### src/rtl/fpmul_issue_ctrl.sv
// Issue controller for a start/done floating-point multiplier: buffers operand pairs,
// runs one multiply at a time under a timeout guard and returns product plus flags.
module fpmul_issue_ctrl #(
    parameter int unsigned DEPTH          = 4,
    parameter int unsigned TIMEOUT_CYCLES = 64
) (
    input  logic        clk,
    input  logic        rst_n,
    input  logic        in_valid_i,
    output logic        in_ready_o,
    input  logic [31:0] in_a_i,
    input  logic [31:0] in_b_i,
    output logic [31:0] mul_a_o,
    output logic [31:0] mul_b_o,
    output logic        mul_start_o,
    input  logic        mul_done_i,
    input  logic [31:0] mul_product_i,
    input  logic [3:0]  mul_flags_i,
    output logic        res_valid_o,
    input  logic        res_ready_i,
    output logic [31:0] res_product_o,
    output logic [4:0]  res_flags_o,
    output logic [15:0] issued_cnt_o,
    output logic [7:0]  timeout_cnt_o
);

    localparam int unsigned AW = $clog2(DEPTH);
    localparam int unsigned PW = AW + 1;
    localparam int unsigned TW = $clog2(TIMEOUT_CYCLES);
    localparam logic [PW-1:0] FULL_CNT   = PW'(DEPTH);
    localparam logic [TW-1:0] TIMER_LAST = TW'(TIMEOUT_CYCLES - 1);
    localparam logic [31:0]   QNAN       = 32'h7FC0_0000;

    typedef enum logic [1:0] {StIdle, StStart, StWait, StHold} state_e;

    state_e        state_q;
    logic [31:0]   mem_a [DEPTH];
    logic [31:0]   mem_b [DEPTH];
    logic [PW-1:0] wr_ptr_q;
    logic [PW-1:0] rd_ptr_q;
    logic [PW-1:0] count;
    logic [TW-1:0] timer_q;
    logic          push;
    logic          empty;
    logic          full;

    // Pointers carry one extra wrap bit so full and empty are distinguishable.
    assign count      = wr_ptr_q - rd_ptr_q;
    assign empty      = (count == '0);
    assign full       = (count == FULL_CNT);
    assign in_ready_o = !full;
    assign push       = in_valid_i && !full;

    always_ff @(posedge clk) begin
        if (push) begin
            mem_a[wr_ptr_q[AW-1:0]] <= in_a_i;
            mem_b[wr_ptr_q[AW-1:0]] <= in_b_i;
        end
    end

    always_ff @(posedge clk or negedge rst_n) begin
        if (!rst_n) begin
            state_q       <= StIdle;
            wr_ptr_q      <= '0;
            rd_ptr_q      <= '0;
            timer_q       <= '0;
            mul_a_o       <= '0;
            mul_b_o       <= '0;
            mul_start_o   <= 1'b0;
            res_valid_o   <= 1'b0;
            res_product_o <= '0;
            res_flags_o   <= '0;
            issued_cnt_o  <= '0;
            timeout_cnt_o <= '0;
        end else begin
            if (push) begin
                wr_ptr_q <= wr_ptr_q + PW'(1);
            end
            case (state_q)
                StIdle: begin
                    if (!empty) begin
                        mul_a_o     <= mem_a[rd_ptr_q[AW-1:0]];
                        mul_b_o     <= mem_b[rd_ptr_q[AW-1:0]];
                        rd_ptr_q    <= rd_ptr_q + PW'(1);
                        mul_start_o <= 1'b1;
                        state_q     <= StStart;
                    end
                end
                StStart: begin
                    mul_start_o  <= 1'b0;
                    issued_cnt_o <= issued_cnt_o + 16'd1;
                    timer_q      <= '0;
                    state_q      <= StWait;
                end
                StWait: begin
                    if (mul_done_i) begin
                        res_product_o <= mul_product_i;
                        res_flags_o   <= {1'b0, mul_flags_i};
                        res_valid_o   <= 1'b1;
                        state_q       <= StHold;
                    end else if (timer_q == TIMER_LAST) begin
                        // Report a quiet NaN; any done arriving later finds us out of WAIT.
                        res_product_o <= QNAN;
                        res_flags_o   <= 5'b10000;
                        res_valid_o   <= 1'b1;
                        if (timeout_cnt_o != 8'hFF) begin
                            timeout_cnt_o <= timeout_cnt_o + 8'd1;
                        end
                        state_q <= StHold;
                    end else begin
                        timer_q <= timer_q + TW'(1);
                    end
                end
                StHold: begin
                    if (res_ready_i) begin
                        res_valid_o <= 1'b0;
                        state_q     <= StIdle;
                    end
                end
                default: state_q <= StIdle;
            endcase
        end
    end

endmodule

### config.mk
export PLATFORM = sky130hd
export DESIGN_NAME = fpmul_issue_ctrl
export DESIGN_NICKNAME = d
export VERILOG_FILES = /design/src/rtl/fpmul_issue_ctrl.sv
export SDC_FILE = /design/constraint.sdc
export NUM_CORES = 1
export LEC_CHECK = 0
export ABC_CLOCK_PERIOD_IN_PS = 6600
export BUFFER_PORTS_ARGS = -buffer_cell sky130_fd_sc_hd__buf_4
export CORE_MARGIN = 2
export CORE_UTILIZATION = 28
export CTS_CLUSTER_DIAMETER = 60
export DETAILED_ROUTE_END_ITERATION = 12
export SLEW_MARGIN = 20
export SYNTH_ARGS = -nofsm -noshare
export SYNTH_HDL_FRONTEND = slang
export SYNTH_SLANG_ARGS = --single-unit
### constraint.sdc
create_clock -name clk -period 6.6 [get_ports clk]
set_clock_uncertainty 0.1 [all_clocks]
set_input_delay 0.66 -clock clk [delete_from_list [all_inputs] [get_ports clk]]
set_output_delay 0.66 -clock clk [all_outputs]
set_load 0.02 [all_outputs]
* Word-level counts from Yosys, hierarchy flattened
Memory sizes are Yosys's and may differ from the RTL's. A register that Yosys moved wholly into a read port is not among the register bits.
Cells that the tools add are included.
** Cells by class
- Add/sub/neg operators :: 6
- Eq/ne operators :: 11
- Muxes and demuxes :: 20
- Bitwise gates (word level) :: 2
- Reduce and logical (&&, ||, !) cells :: 17
** Operator list (count)
- 32-bit 2-to-1 mux :: 2
- 16-bit by 1-bit adder with 16-bit output (second input constant) :: 1
- 6-bit 2-to-1 mux :: 2
- 6-bit one-hot mux with 2 select lines :: 1
- 5-bit 2-to-1 mux :: 2
- 3-bit AND reduction :: 3
- 8-bit by 1-bit adder with 8-bit output (second input constant) :: 1
- 2-bit 2-to-1 mux :: 4
- 2-bit != test (second input constant) :: 4
- 8-bit != test (second input constant) :: 1
- 2-bit one-hot mux with 4 select lines :: 1
- 2-bit nonzero test :: 4
- 3-bit by 1-bit adder with 3-bit output (second input constant) :: 2
- 6-bit by 1-bit adder with 6-bit output (second input constant) :: 1
- 6-bit == test (second input constant) :: 1
- 1-bit 2-to-1 mux :: 6
- 2-bit AND reduction :: 3
- 2-bit == test (second input constant) :: 2
- 1-bit one-hot mux with 2 select lines :: 2
- 4-bit AND reduction :: 1
- 3-bit == test (second input constant) :: 1
- 1-bit logical NOT :: 3
- 3-bit logical NOT :: 1
- 3-bit != test (second input constant) :: 1
- other kinds (5) :: 6
** Word-level totals
- Register bits :: 77
- Bits in writable memories :: 256
- Word-level logic and storage cells :: 68
- Memories :: 2
** Memory list
- mem_a :: words 4, bits a word 32, rd ports 1, clocked after memory_dff 1, write ports 1, RTL line 37 : logic [31:0] mem_a [DEPTH];
- mem_b :: words 4, bits a word 32, rd ports 1, clocked after memory_dff 1, write ports 1, RTL line 38 : logic [31:0] mem_b [DEPTH];

* Logic depth before layout (Yosys ltp)
Gate-level depths: netlist of the first run.
- Depth after elaboration :: 6
- Gate-level depth with buffers :: 10
- Mapped depth without buffers :: 7

* Least setup slack after synthesis of the first run
No wires, ideal clock.
- Path type :: reg2reg
- Start :: register rd_ptr_q[1]
- End :: memory mem_a[3][0], enable pin
- Library setup time :: 0.430 ns
- Arrival :: 3.357 ns
- Data required time :: 6.070 ns
- Slack :: 2.713 ns
- Stages on the path, launching flop included :: 9
- Path buffers :: 2
- Clock period less this slack :: 3.887 ns
- Path through :: dfrtp_1 -> buf_2 -> buf_1 -> inv_1 -> ha_1 -> nor2b_1 -> xnor2_1 -> a31oi_1 -> and2_1
** Between the ends
- Longest elaborated chain between the ends :: 6
** Ends and longest elaborated chain
- start: declaration :: RTL line 40 : logic [PW-1:0] rd_ptr_q;
- start signal: assignment :: RTL line 84 : rd_ptr_q <= rd_ptr_q + PW'(1);
- 3-bit subtractor :: RTL line 48 : assign count = wr_ptr_q - rd_ptr_q;
- 3-bit == test :: RTL line 50 : assign full = (count == FULL_CNT);
- 1-bit logical NOT :: RTL line 52 : assign push = in_valid_i && !full;
- 1-bit logical AND :: RTL line 52
- 1-bit 2-to-1 mux :: RTL line 55 : if (push) begin
- 1-bit 2-to-1 mux (implied by the code) :: RTL line 56 : mem_a[wr_ptr_q[AW-1:0]] <= in_a_i;
- end: declaration :: RTL line 37
No other way between the ends.

* Final worst setup path of the first run
- Start :: register rd_ptr_q[1]
- End :: memory mem_b[0][3], enable pin
** Between the ends
- Longest elaborated chain between the ends :: 6
** Ends and longest elaborated chain
- 3-bit subtractor :: RTL line 48
- 3-bit == test :: RTL line 50
- 1-bit logical NOT :: RTL line 52
- 1-bit logical AND :: RTL line 52
- 1-bit 2-to-1 mux :: RTL line 55
- 1-bit 2-to-1 mux (implied by the code) :: RTL line 57 : mem_b[wr_ptr_q[AW-1:0]] <= in_b_i;
- end: declaration :: RTL line 38
No other way between the ends.

==> results of run 1 <==
-- per-layer routing --
metal	vias to the layer above	track usage	share of wire
li1	3409	-	-
met1	3791	0.149	0.43
met2	229	0.182	0.46
met3	63	0.0439	0.083
met4	8	0.0409	0.024
met5	-	0	0.0015
-- report_power, final --
group | leakage [nW] | internal, W | switching, W | total (W)
registers | 4.07 | 0.00346 | 0.000446 | 0.00391
clock network | 0.723 | 0.00141 | 0.00103 | 0.00244
logic | 2.55 | 0.00150 | 0.00151 | 0.00302
-- synthesized netlist by cell type (3+ instances only) --
cell type / n
buf_6: 3
and3_1: 6
a21oi_1: 3
ha_1: 15
mux2_4: 20
edfxtp_1: 256
and2_1: 5
nor2b_1: 3
mux2i_1: 4
mux2_2: 48
mux4_2: 64
xor2_1: 9
o21ai_0: 5
nand2_1: 21
a22o_1: 27
clkbuf_1: 10
nand4_1: 9
nand3_1: 12
o22a_1: 9
inv_1: 10
nor2_1: 9
dfrtp_1: 141
buf_2: 16
xnor2_1: 19
-- placed cells by master, fill, tap and decap left out, drive strengths merged, types with 10 or more instances in the layout --
cell type,synthesis,layout
clkbuf,10,68
nor2,10,10
xnor2,19,19
ha,15,15
mux4,64,64
mux2,68,68
edfxtp,256,256
nand2,21,21
clkinv,0,11
dfrtp,141,141
a22o,27,27
inv,10,15
nand3,12,12
buf,20,235
-- area by class of cell --
cell class	instances	area (um^2)
multi-input combinational	301	3560
inverter	10	37.5
fill	4945	33700
sequential	397	11200
antenna	1	2.50
timing repair buffer	235	1770
clock buffer	68	1330
tap	688	861
clock inverter	18	160
-- worst min-delay path by stage --
stage | startpoint | end | slack (ns) | cells after the start
2_1_floorplan | rst_n | issued_cnt_o[0]$_DFFE_PN0P_ | 0.26 | 0
3_3_place_gp | issued_cnt_o[15]$_DFFE_PN0P_ | issued_cnt_o[15]$_DFFE_PN0P_ | 0.37 | 1
3_5_place_dp | issued_cnt_o[15]$_DFFE_PN0P_ | issued_cnt_o[15]$_DFFE_PN0P_ | 0.37 | 1
4_1_cts | rst_n | res_product_o[30]$_DFFE_PN0P_ | 0.04 | 1
5_1_grt | rst_n | mul_a_o[26]$_DFFE_PN0P_ | 0.11 | 1
6_report | rst_n | res_product_o[30]$_DFFE_PN0P_ | 0.05 | 1
-- critical path, stage by stage, from the launching register on --
cell,delay [ns]
dfrtp_4,1.10
inv_1,0.11
ha_1,0.22
nor2b_1,0.14
xnor2_1,0.16
a31oi_1,0.52
and2_4,0.91
-- flip-flops by register name, summed over array words and instances (netlist names) --
register / count
issued_cnt_o: 16
mem_a: 128
mem_b: 128
mul_a_o: 32
mul_b_o: 32
mul_start_o: 1
rd_ptr_q: 3
res_flags_o: 5
res_product_o: 32
res_valid_o: 1
state_q: 2
timeout_cnt_o: 8
timer_q: 6
wr_ptr_q: 3
-- metrics by stage --
step	hold slack, ns	util	setup slack, ns	instance area, um^2
6_report	0.0465	0.360	2.87	18900
3_5_place_dp	0.372	0.331	2.79	17400
2_1_floorplan	0.264	-	2.71	14900
4_1_cts	0.0426	0.359	2.76	18900
3_3_place_gp	0.365	0.331	2.84	17400
5_1_grt	0.106	0.360	2.53	18900
-- kinds of logic after synthesis --
kind of cell             synth area share
flip-flops                          0.750
multiplexers                        0.155
AND/OR/NAND/NOR                    0.0239
AO/OA/AOI/OAI                      0.0284
buffers and inverters              0.0129
XOR/XNOR                           0.0164
adder cells (fa/ha/maj)            0.0126
==> impl_metrics.tcl, run 1 <==
set metrics [dict create \
    status "complete, no violations" \
    cts_tree "yes" \
    finalHoldViolCount 0 \
    nets 1111 \
    post_drt_wl_per_cell_um 19.0 \
    synthToLayoutAreaGrowth_pct 26.7 \
    ys_ff_latch 397 \
    rsz0062_at_grt "no" \
    tns_ns 0 \
    clk_latency_ns 0.58 \
    p_leak_nw 7.34 \
    cts_resized 0 \
    dieArea_mm2 0.0552 \
    seq_area_frac_synth 0.750 \
    finalSetupViolCount 0 \
    syn_area_mm2 0.0149 \
    crit_arrival_ns 3.82 \
    cts_hold_buf 0 \
    hp-class "input pin to asynchronous set/reset pin" \
    timing.final.max_slew_violations 0 \
    slew_headroom 0.316 \
    clk_pin_slew_worst_paths_ns 0.06 \
    r2r_start "rd_ptr_q[1]$_DFFE_PN0P_" \
    yosysTopAreaCell "edfxtp_1" \
    critPathLaunch "rd_ptr_q[1]$_DFFE_PN0P_" \
    dpl.cell_count 1631 \
    cts.sinks 397 \
    vdd_drop_max_mv 0.334 \
    synth_edf_count 256 \
    overflow 0 \
    cts-buffers-inserted 46 \
    h-tree-depth 2 \
    reg2reg_depth 6 \
    finalNonFillerCells 1718 \
    clk_path_buf_depth 3 \
    first_pass_iters 4 \
    rows 84 \
    via_per_inst 4.37 \
    dp.final_hpwl_mm 20.6 \
    chipWidth_um 235 \
    drive_above_1_share 0.436 \
    drv_cap 0 \
    core_mm2 0.0527 \
    yosysWarnings 0 \
    r2r-end "mem_b[0][3]$_DFFE_PP_" \
    worst_setup_path_end_kind "register" \
    synth_top_area_share 0.514 \
    r2r_setup_slack_ns 2.87 \
    vias 7500 \
    dieHeight_um 235 \
    grt_pass1_wl_mm 49.3 \
    postCtsSetupBuffers 0 \
    max_freq_mhz 268 \
    initial_core_util 0.284 \
    io_buffers 232 \
    drtIter0Drc 390 \
    grt_max_degree 82 \
    max_slew.worst_pin.slew_ns 1.03 \
    critical_path_class "register to register" \
    root_buffer "clkbuf_16" \
    antenna_found_initial 5 \
    drtAntennaViolNets 0 \
    cp.required_ns 6.69 \
    cp-start-kind "register" \
    syn_nets 858 \
    worst-path-max-fanout 67 \
    drc 0 \
    grt_pass1_vias 7835 \
    groute.usage.overall 0.117 \
    avgSynthCellArea_um2 20.3 \
    post-route-period-util 0.565 \
    synth_cells 738 \
    critPathCapture "mem_b[0][3]$_DFFE_PP_" \
    min_period_ns 3.73 \
    wl_mm 32.7 \
    ios 233 \
    p_per_area_mw_per_mm2 494 \
    async_reset_ff_frac 0.355 \
    yosysUniqueCellTypes 34 \
    ys.flop_type "edfxtp_1" \
    gp_congestion 0.721 \
    synth_area_leaders "edfxtp_1 (51%), dfrtp_1 (24%), mux4_2 (9.6%), mux2_2 (3.6%), mux2_4 (2.0%)" \
    finalPower_w 0.00937 \
]
(Power assumes the default switching activity.)
==> run 2, diff against run 1 <==
--- a/config.mk
+++ b/config.mk
@@ -5,7 +5,8 @@
 export SDC_FILE = /design/constraint.sdc
 export NUM_CORES = 1
 export LEC_CHECK = 0
-export ABC_CLOCK_PERIOD_IN_PS = 6600
+export ABC_AREA = 1
+export ABC_CLOCK_PERIOD_IN_PS = 3200
 export BUFFER_PORTS_ARGS = -buffer_cell sky130_fd_sc_hd__buf_4
 export CORE_MARGIN = 2
 export CORE_UTILIZATION = 28
==> constraint.sdc (replaced) <==
create_clock -name clk -period 3.2 [get_ports clk]
set_clock_uncertainty 0.1 [all_clocks]
set_input_delay 0.32 -clock clk [delete_from_list [all_inputs] [get_ports clk]]
set_output_delay 0.32 -clock clk [all_outputs]
set_load 0.02 [all_outputs]
==> run 2 against run 1 <==
Net effect:
- wire length increased by 19%
- largest cell class unchanged
- total power increased by 110%
- critical endpoint is now mul_b_o[3]$_DFFE_PN0P_
- non-clock buffer count increased by 117
- worst setup slack got worse by 2.1 ns
- clock-buffer cell count decreased by 10
- synthesized cell count increased by 75%
- via count increased by 41%
- critical path type unchanged
==> impl_metrics.tcl, run 2 <==
set metrics [dict create \
    vdd_drop_max_mv 0.588 \
    r2r_setup_slack_ns 0.78 \
    slew_headroom 0.424 \
    cp-start-kind "register" \
    post-route-period-util 0.758 \
    synth_area_leaders "edfxtp_1 (50%), dfrtp_1 (23%), nand2_1 (8.8%), o21ai_0 (4.4%), nor2_1 (3.7%)" \
    finalSetupViolCount 0 \
    async_reset_ff_frac 0.355 \
    synth_edf_count 256 \
    rsz0062_at_grt "no" \
    finalNonFillerCells 2361 \
    drtIter0Drc 613 \
    final_common_cell "nand2_1" \
    drtAntennaViolNets 0 \
    finalHoldViolCount 0 \
    critical_path_class "register to register" \
    io_buffers 232 \
    hp-class "input pin to register" \
    dpl.cell_count 2175 \
    wl_mm 39.0 \
    yosysWarnings 0 \
    vias 10500 \
    yosysTopAreaCell "edfxtp_1" \
    crit_arrival_ns 2.78 \
    final_cell_mix "nand2_1 (358), edfxtp_1 (256), buf_4 (243)" \
    drive_above_1_share 0.205 \
    ys.flop_type "edfxtp_1" \
    core_mm2 0.0540 \
    ios 233 \
    dp.final_hpwl_mm 24.0 \
    dieArea_mm2 0.0567 \
    p_per_area_mw_per_mm2 974 \
    max_freq_mhz 412 \
    cp.required_ns 3.55 \
    clk_path_buf_depth 3 \
    synth_commonest_cells "nand2_1 (359), edfxtp_1 (256), nor2_1 (151)" \
    post_drt_wl_per_cell_um 16.5 \
    yosysUniqueCellTypes 28 \
    grt_max_degree 81 \
    max_slew.worst_pin.slew_ns 0.865 \
    groute.usage.overall 0.136 \
    overflow 0 \
    initial_core_util 0.284 \
    finalPower_w 0.0199 \
    chipWidth_um 238 \
    cts_resized 0 \
    cts.sinks 397 \
    h-tree-depth 2 \
    antenna_found_initial 4 \
    seq_area_frac_synth 0.731 \
    via_per_inst 4.47 \
    synth_top_area_share 0.501 \
    status "complete, no violations" \
    clk_pin_slew_worst_paths_ns 0.06 \
    synth_most_common_cell "nand2_1" \
    worst_setup_path_end_kind "register" \
    timing.final.max_slew_violations 0 \
    clk_latency_ns 0.58 \
    postCtsSetupBuffers 0 \
    cts-buffers-inserted 45 \
    avgSynthCellArea_um2 11.9 \
    syn_area_mm2 0.0154 \
    synth_cells 1290 \
    nets 1748 \
    grt_pass1_vias 10500 \
    cts_tree "yes" \
    dieHeight_um 238 \
    first_pass_iters 5 \
    drc 0 \
    drv_cap 0 \
    ys_ff_latch 397 \
    root_buffer "clkbuf_16" \
    rows 85 \
    tns_ns 0 \
    synthToLayoutAreaGrowth_pct 33.3 \
    min_period_ns 2.42 \
    grt_pass1_wl_mm 60.1 \
    gp_congestion 0.760 \
    worst-path-max-fanout 32 \
    p_leak_nw 8.48 \
    syn_nets 1410 \
]
## run 2: area by class of cell
cell class,count,area (um^2)
antenna,1,2.50
clock buffer,58,1270
clock inverter,25,234
fill,5174,33600
inverter,41,158
multi-input combinational,791,3730
sequential,397,11200
tap,696,871
timing repair buffer,352,2980
## run 2: cells by family after synthesis
| logic type | Yosys count | synth area share |
|---|---|---|
| buffers and inverters | 102 | 0.0301 |
| XOR/XNOR | 26 | 0.0148 |
| adder cells (fa/ha/maj) | 15 | 0.0122 |
| AND/OR/NAND/NOR | 534 | 0.134 |
| multiplexers | 1 | 0.000734 |
| flip-flops | 397 | 0.731 |
| AO/OA/AOI/OAI | 215 | 0.0778 |
## run 2: stage by stage
step / hold WS, ns / area, um^2 / worst slack (ns) / utilization
detailed placement: 0.361 / 17900 / 0.758 / 0.332
global placement: 0.355 / 17900 / 0.793 / 0.332
finish: 0.0675 / 20500 / 0.775 / 0.379
CTS: 0.0324 / 20400 / 0.734 / 0.379
global route: 0.0709 / 20500 / 0.597 / 0.379
floorplan: -0.0756 / 15400 / 0.0619 / -
## run 2: what timing repair did
action / CTS / global route
setup endpoints to repair: 0 / 0
hold endpoints to repair: 371 / 0
hold buffers: 102 / 0
## run 2: report_power, final
group / switching, W / total [W] / internal, W
Clock: 0.00214 / 0.00514 / 0.00300
Sequential: 0.000623 / 0.00770 / 0.00708
Combinational: 0.00468 / 0.00709 / 0.00241
## run 2: worst paths after layout
| kind | to | start | depth (start not counted) |
|---|---|---|---|
| max | mul_b_o[3]$_DFFE_PN0P_ | wr_ptr_q[1]$_DFFE_PN0P_ | 10 |
| min | wr_ptr_q[0]$_DFFE_PN0P_ | in_valid_i | 4 |
| max reg2reg | mul_b_o[3]$_DFFE_PN0P_ | wr_ptr_q[1]$_DFFE_PN0P_ | 10 |
| min reg2reg | res_product_o[8]$_DFFE_PN0P_ | res_product_o[8]$_DFFE_PN0P_ | 2 |
| max in group asynchronous | res_product_o[11]$_DFFE_PN0P_ | rst_n | 3 |
| min in group asynchronous | res_product_o[1]$_DFFE_PN0P_ | rst_n | 2 |
## run 2: layer usage
| layer | vias to the layer above | global-route usage | wire (um) |
|---|---|---|---|
| met5 | - | 0 | 42 |
| met4 | 6 | 0.0477 | 1040 |
| met3 | 76 | 0.0356 | 2710 |
| met2 | 297 | 0.226 | 17900 |
| met1 | 5055 | 0.173 | 17300 |
| li1 | 5109 | - | - |
## run 2: critical path, cell delays in order, from the launching register on
cell and delay [ns]:
dfrtp_1 0.42, ha_1 0.34, nand2_1 0.08, nand2_1 0.06
nand2_1 0.08, nand3_1 0.12, nand2_4 0.22, clkinv_2 0.38
buf_12 0.32, nand2_1 0.10, nand2_1 0.05
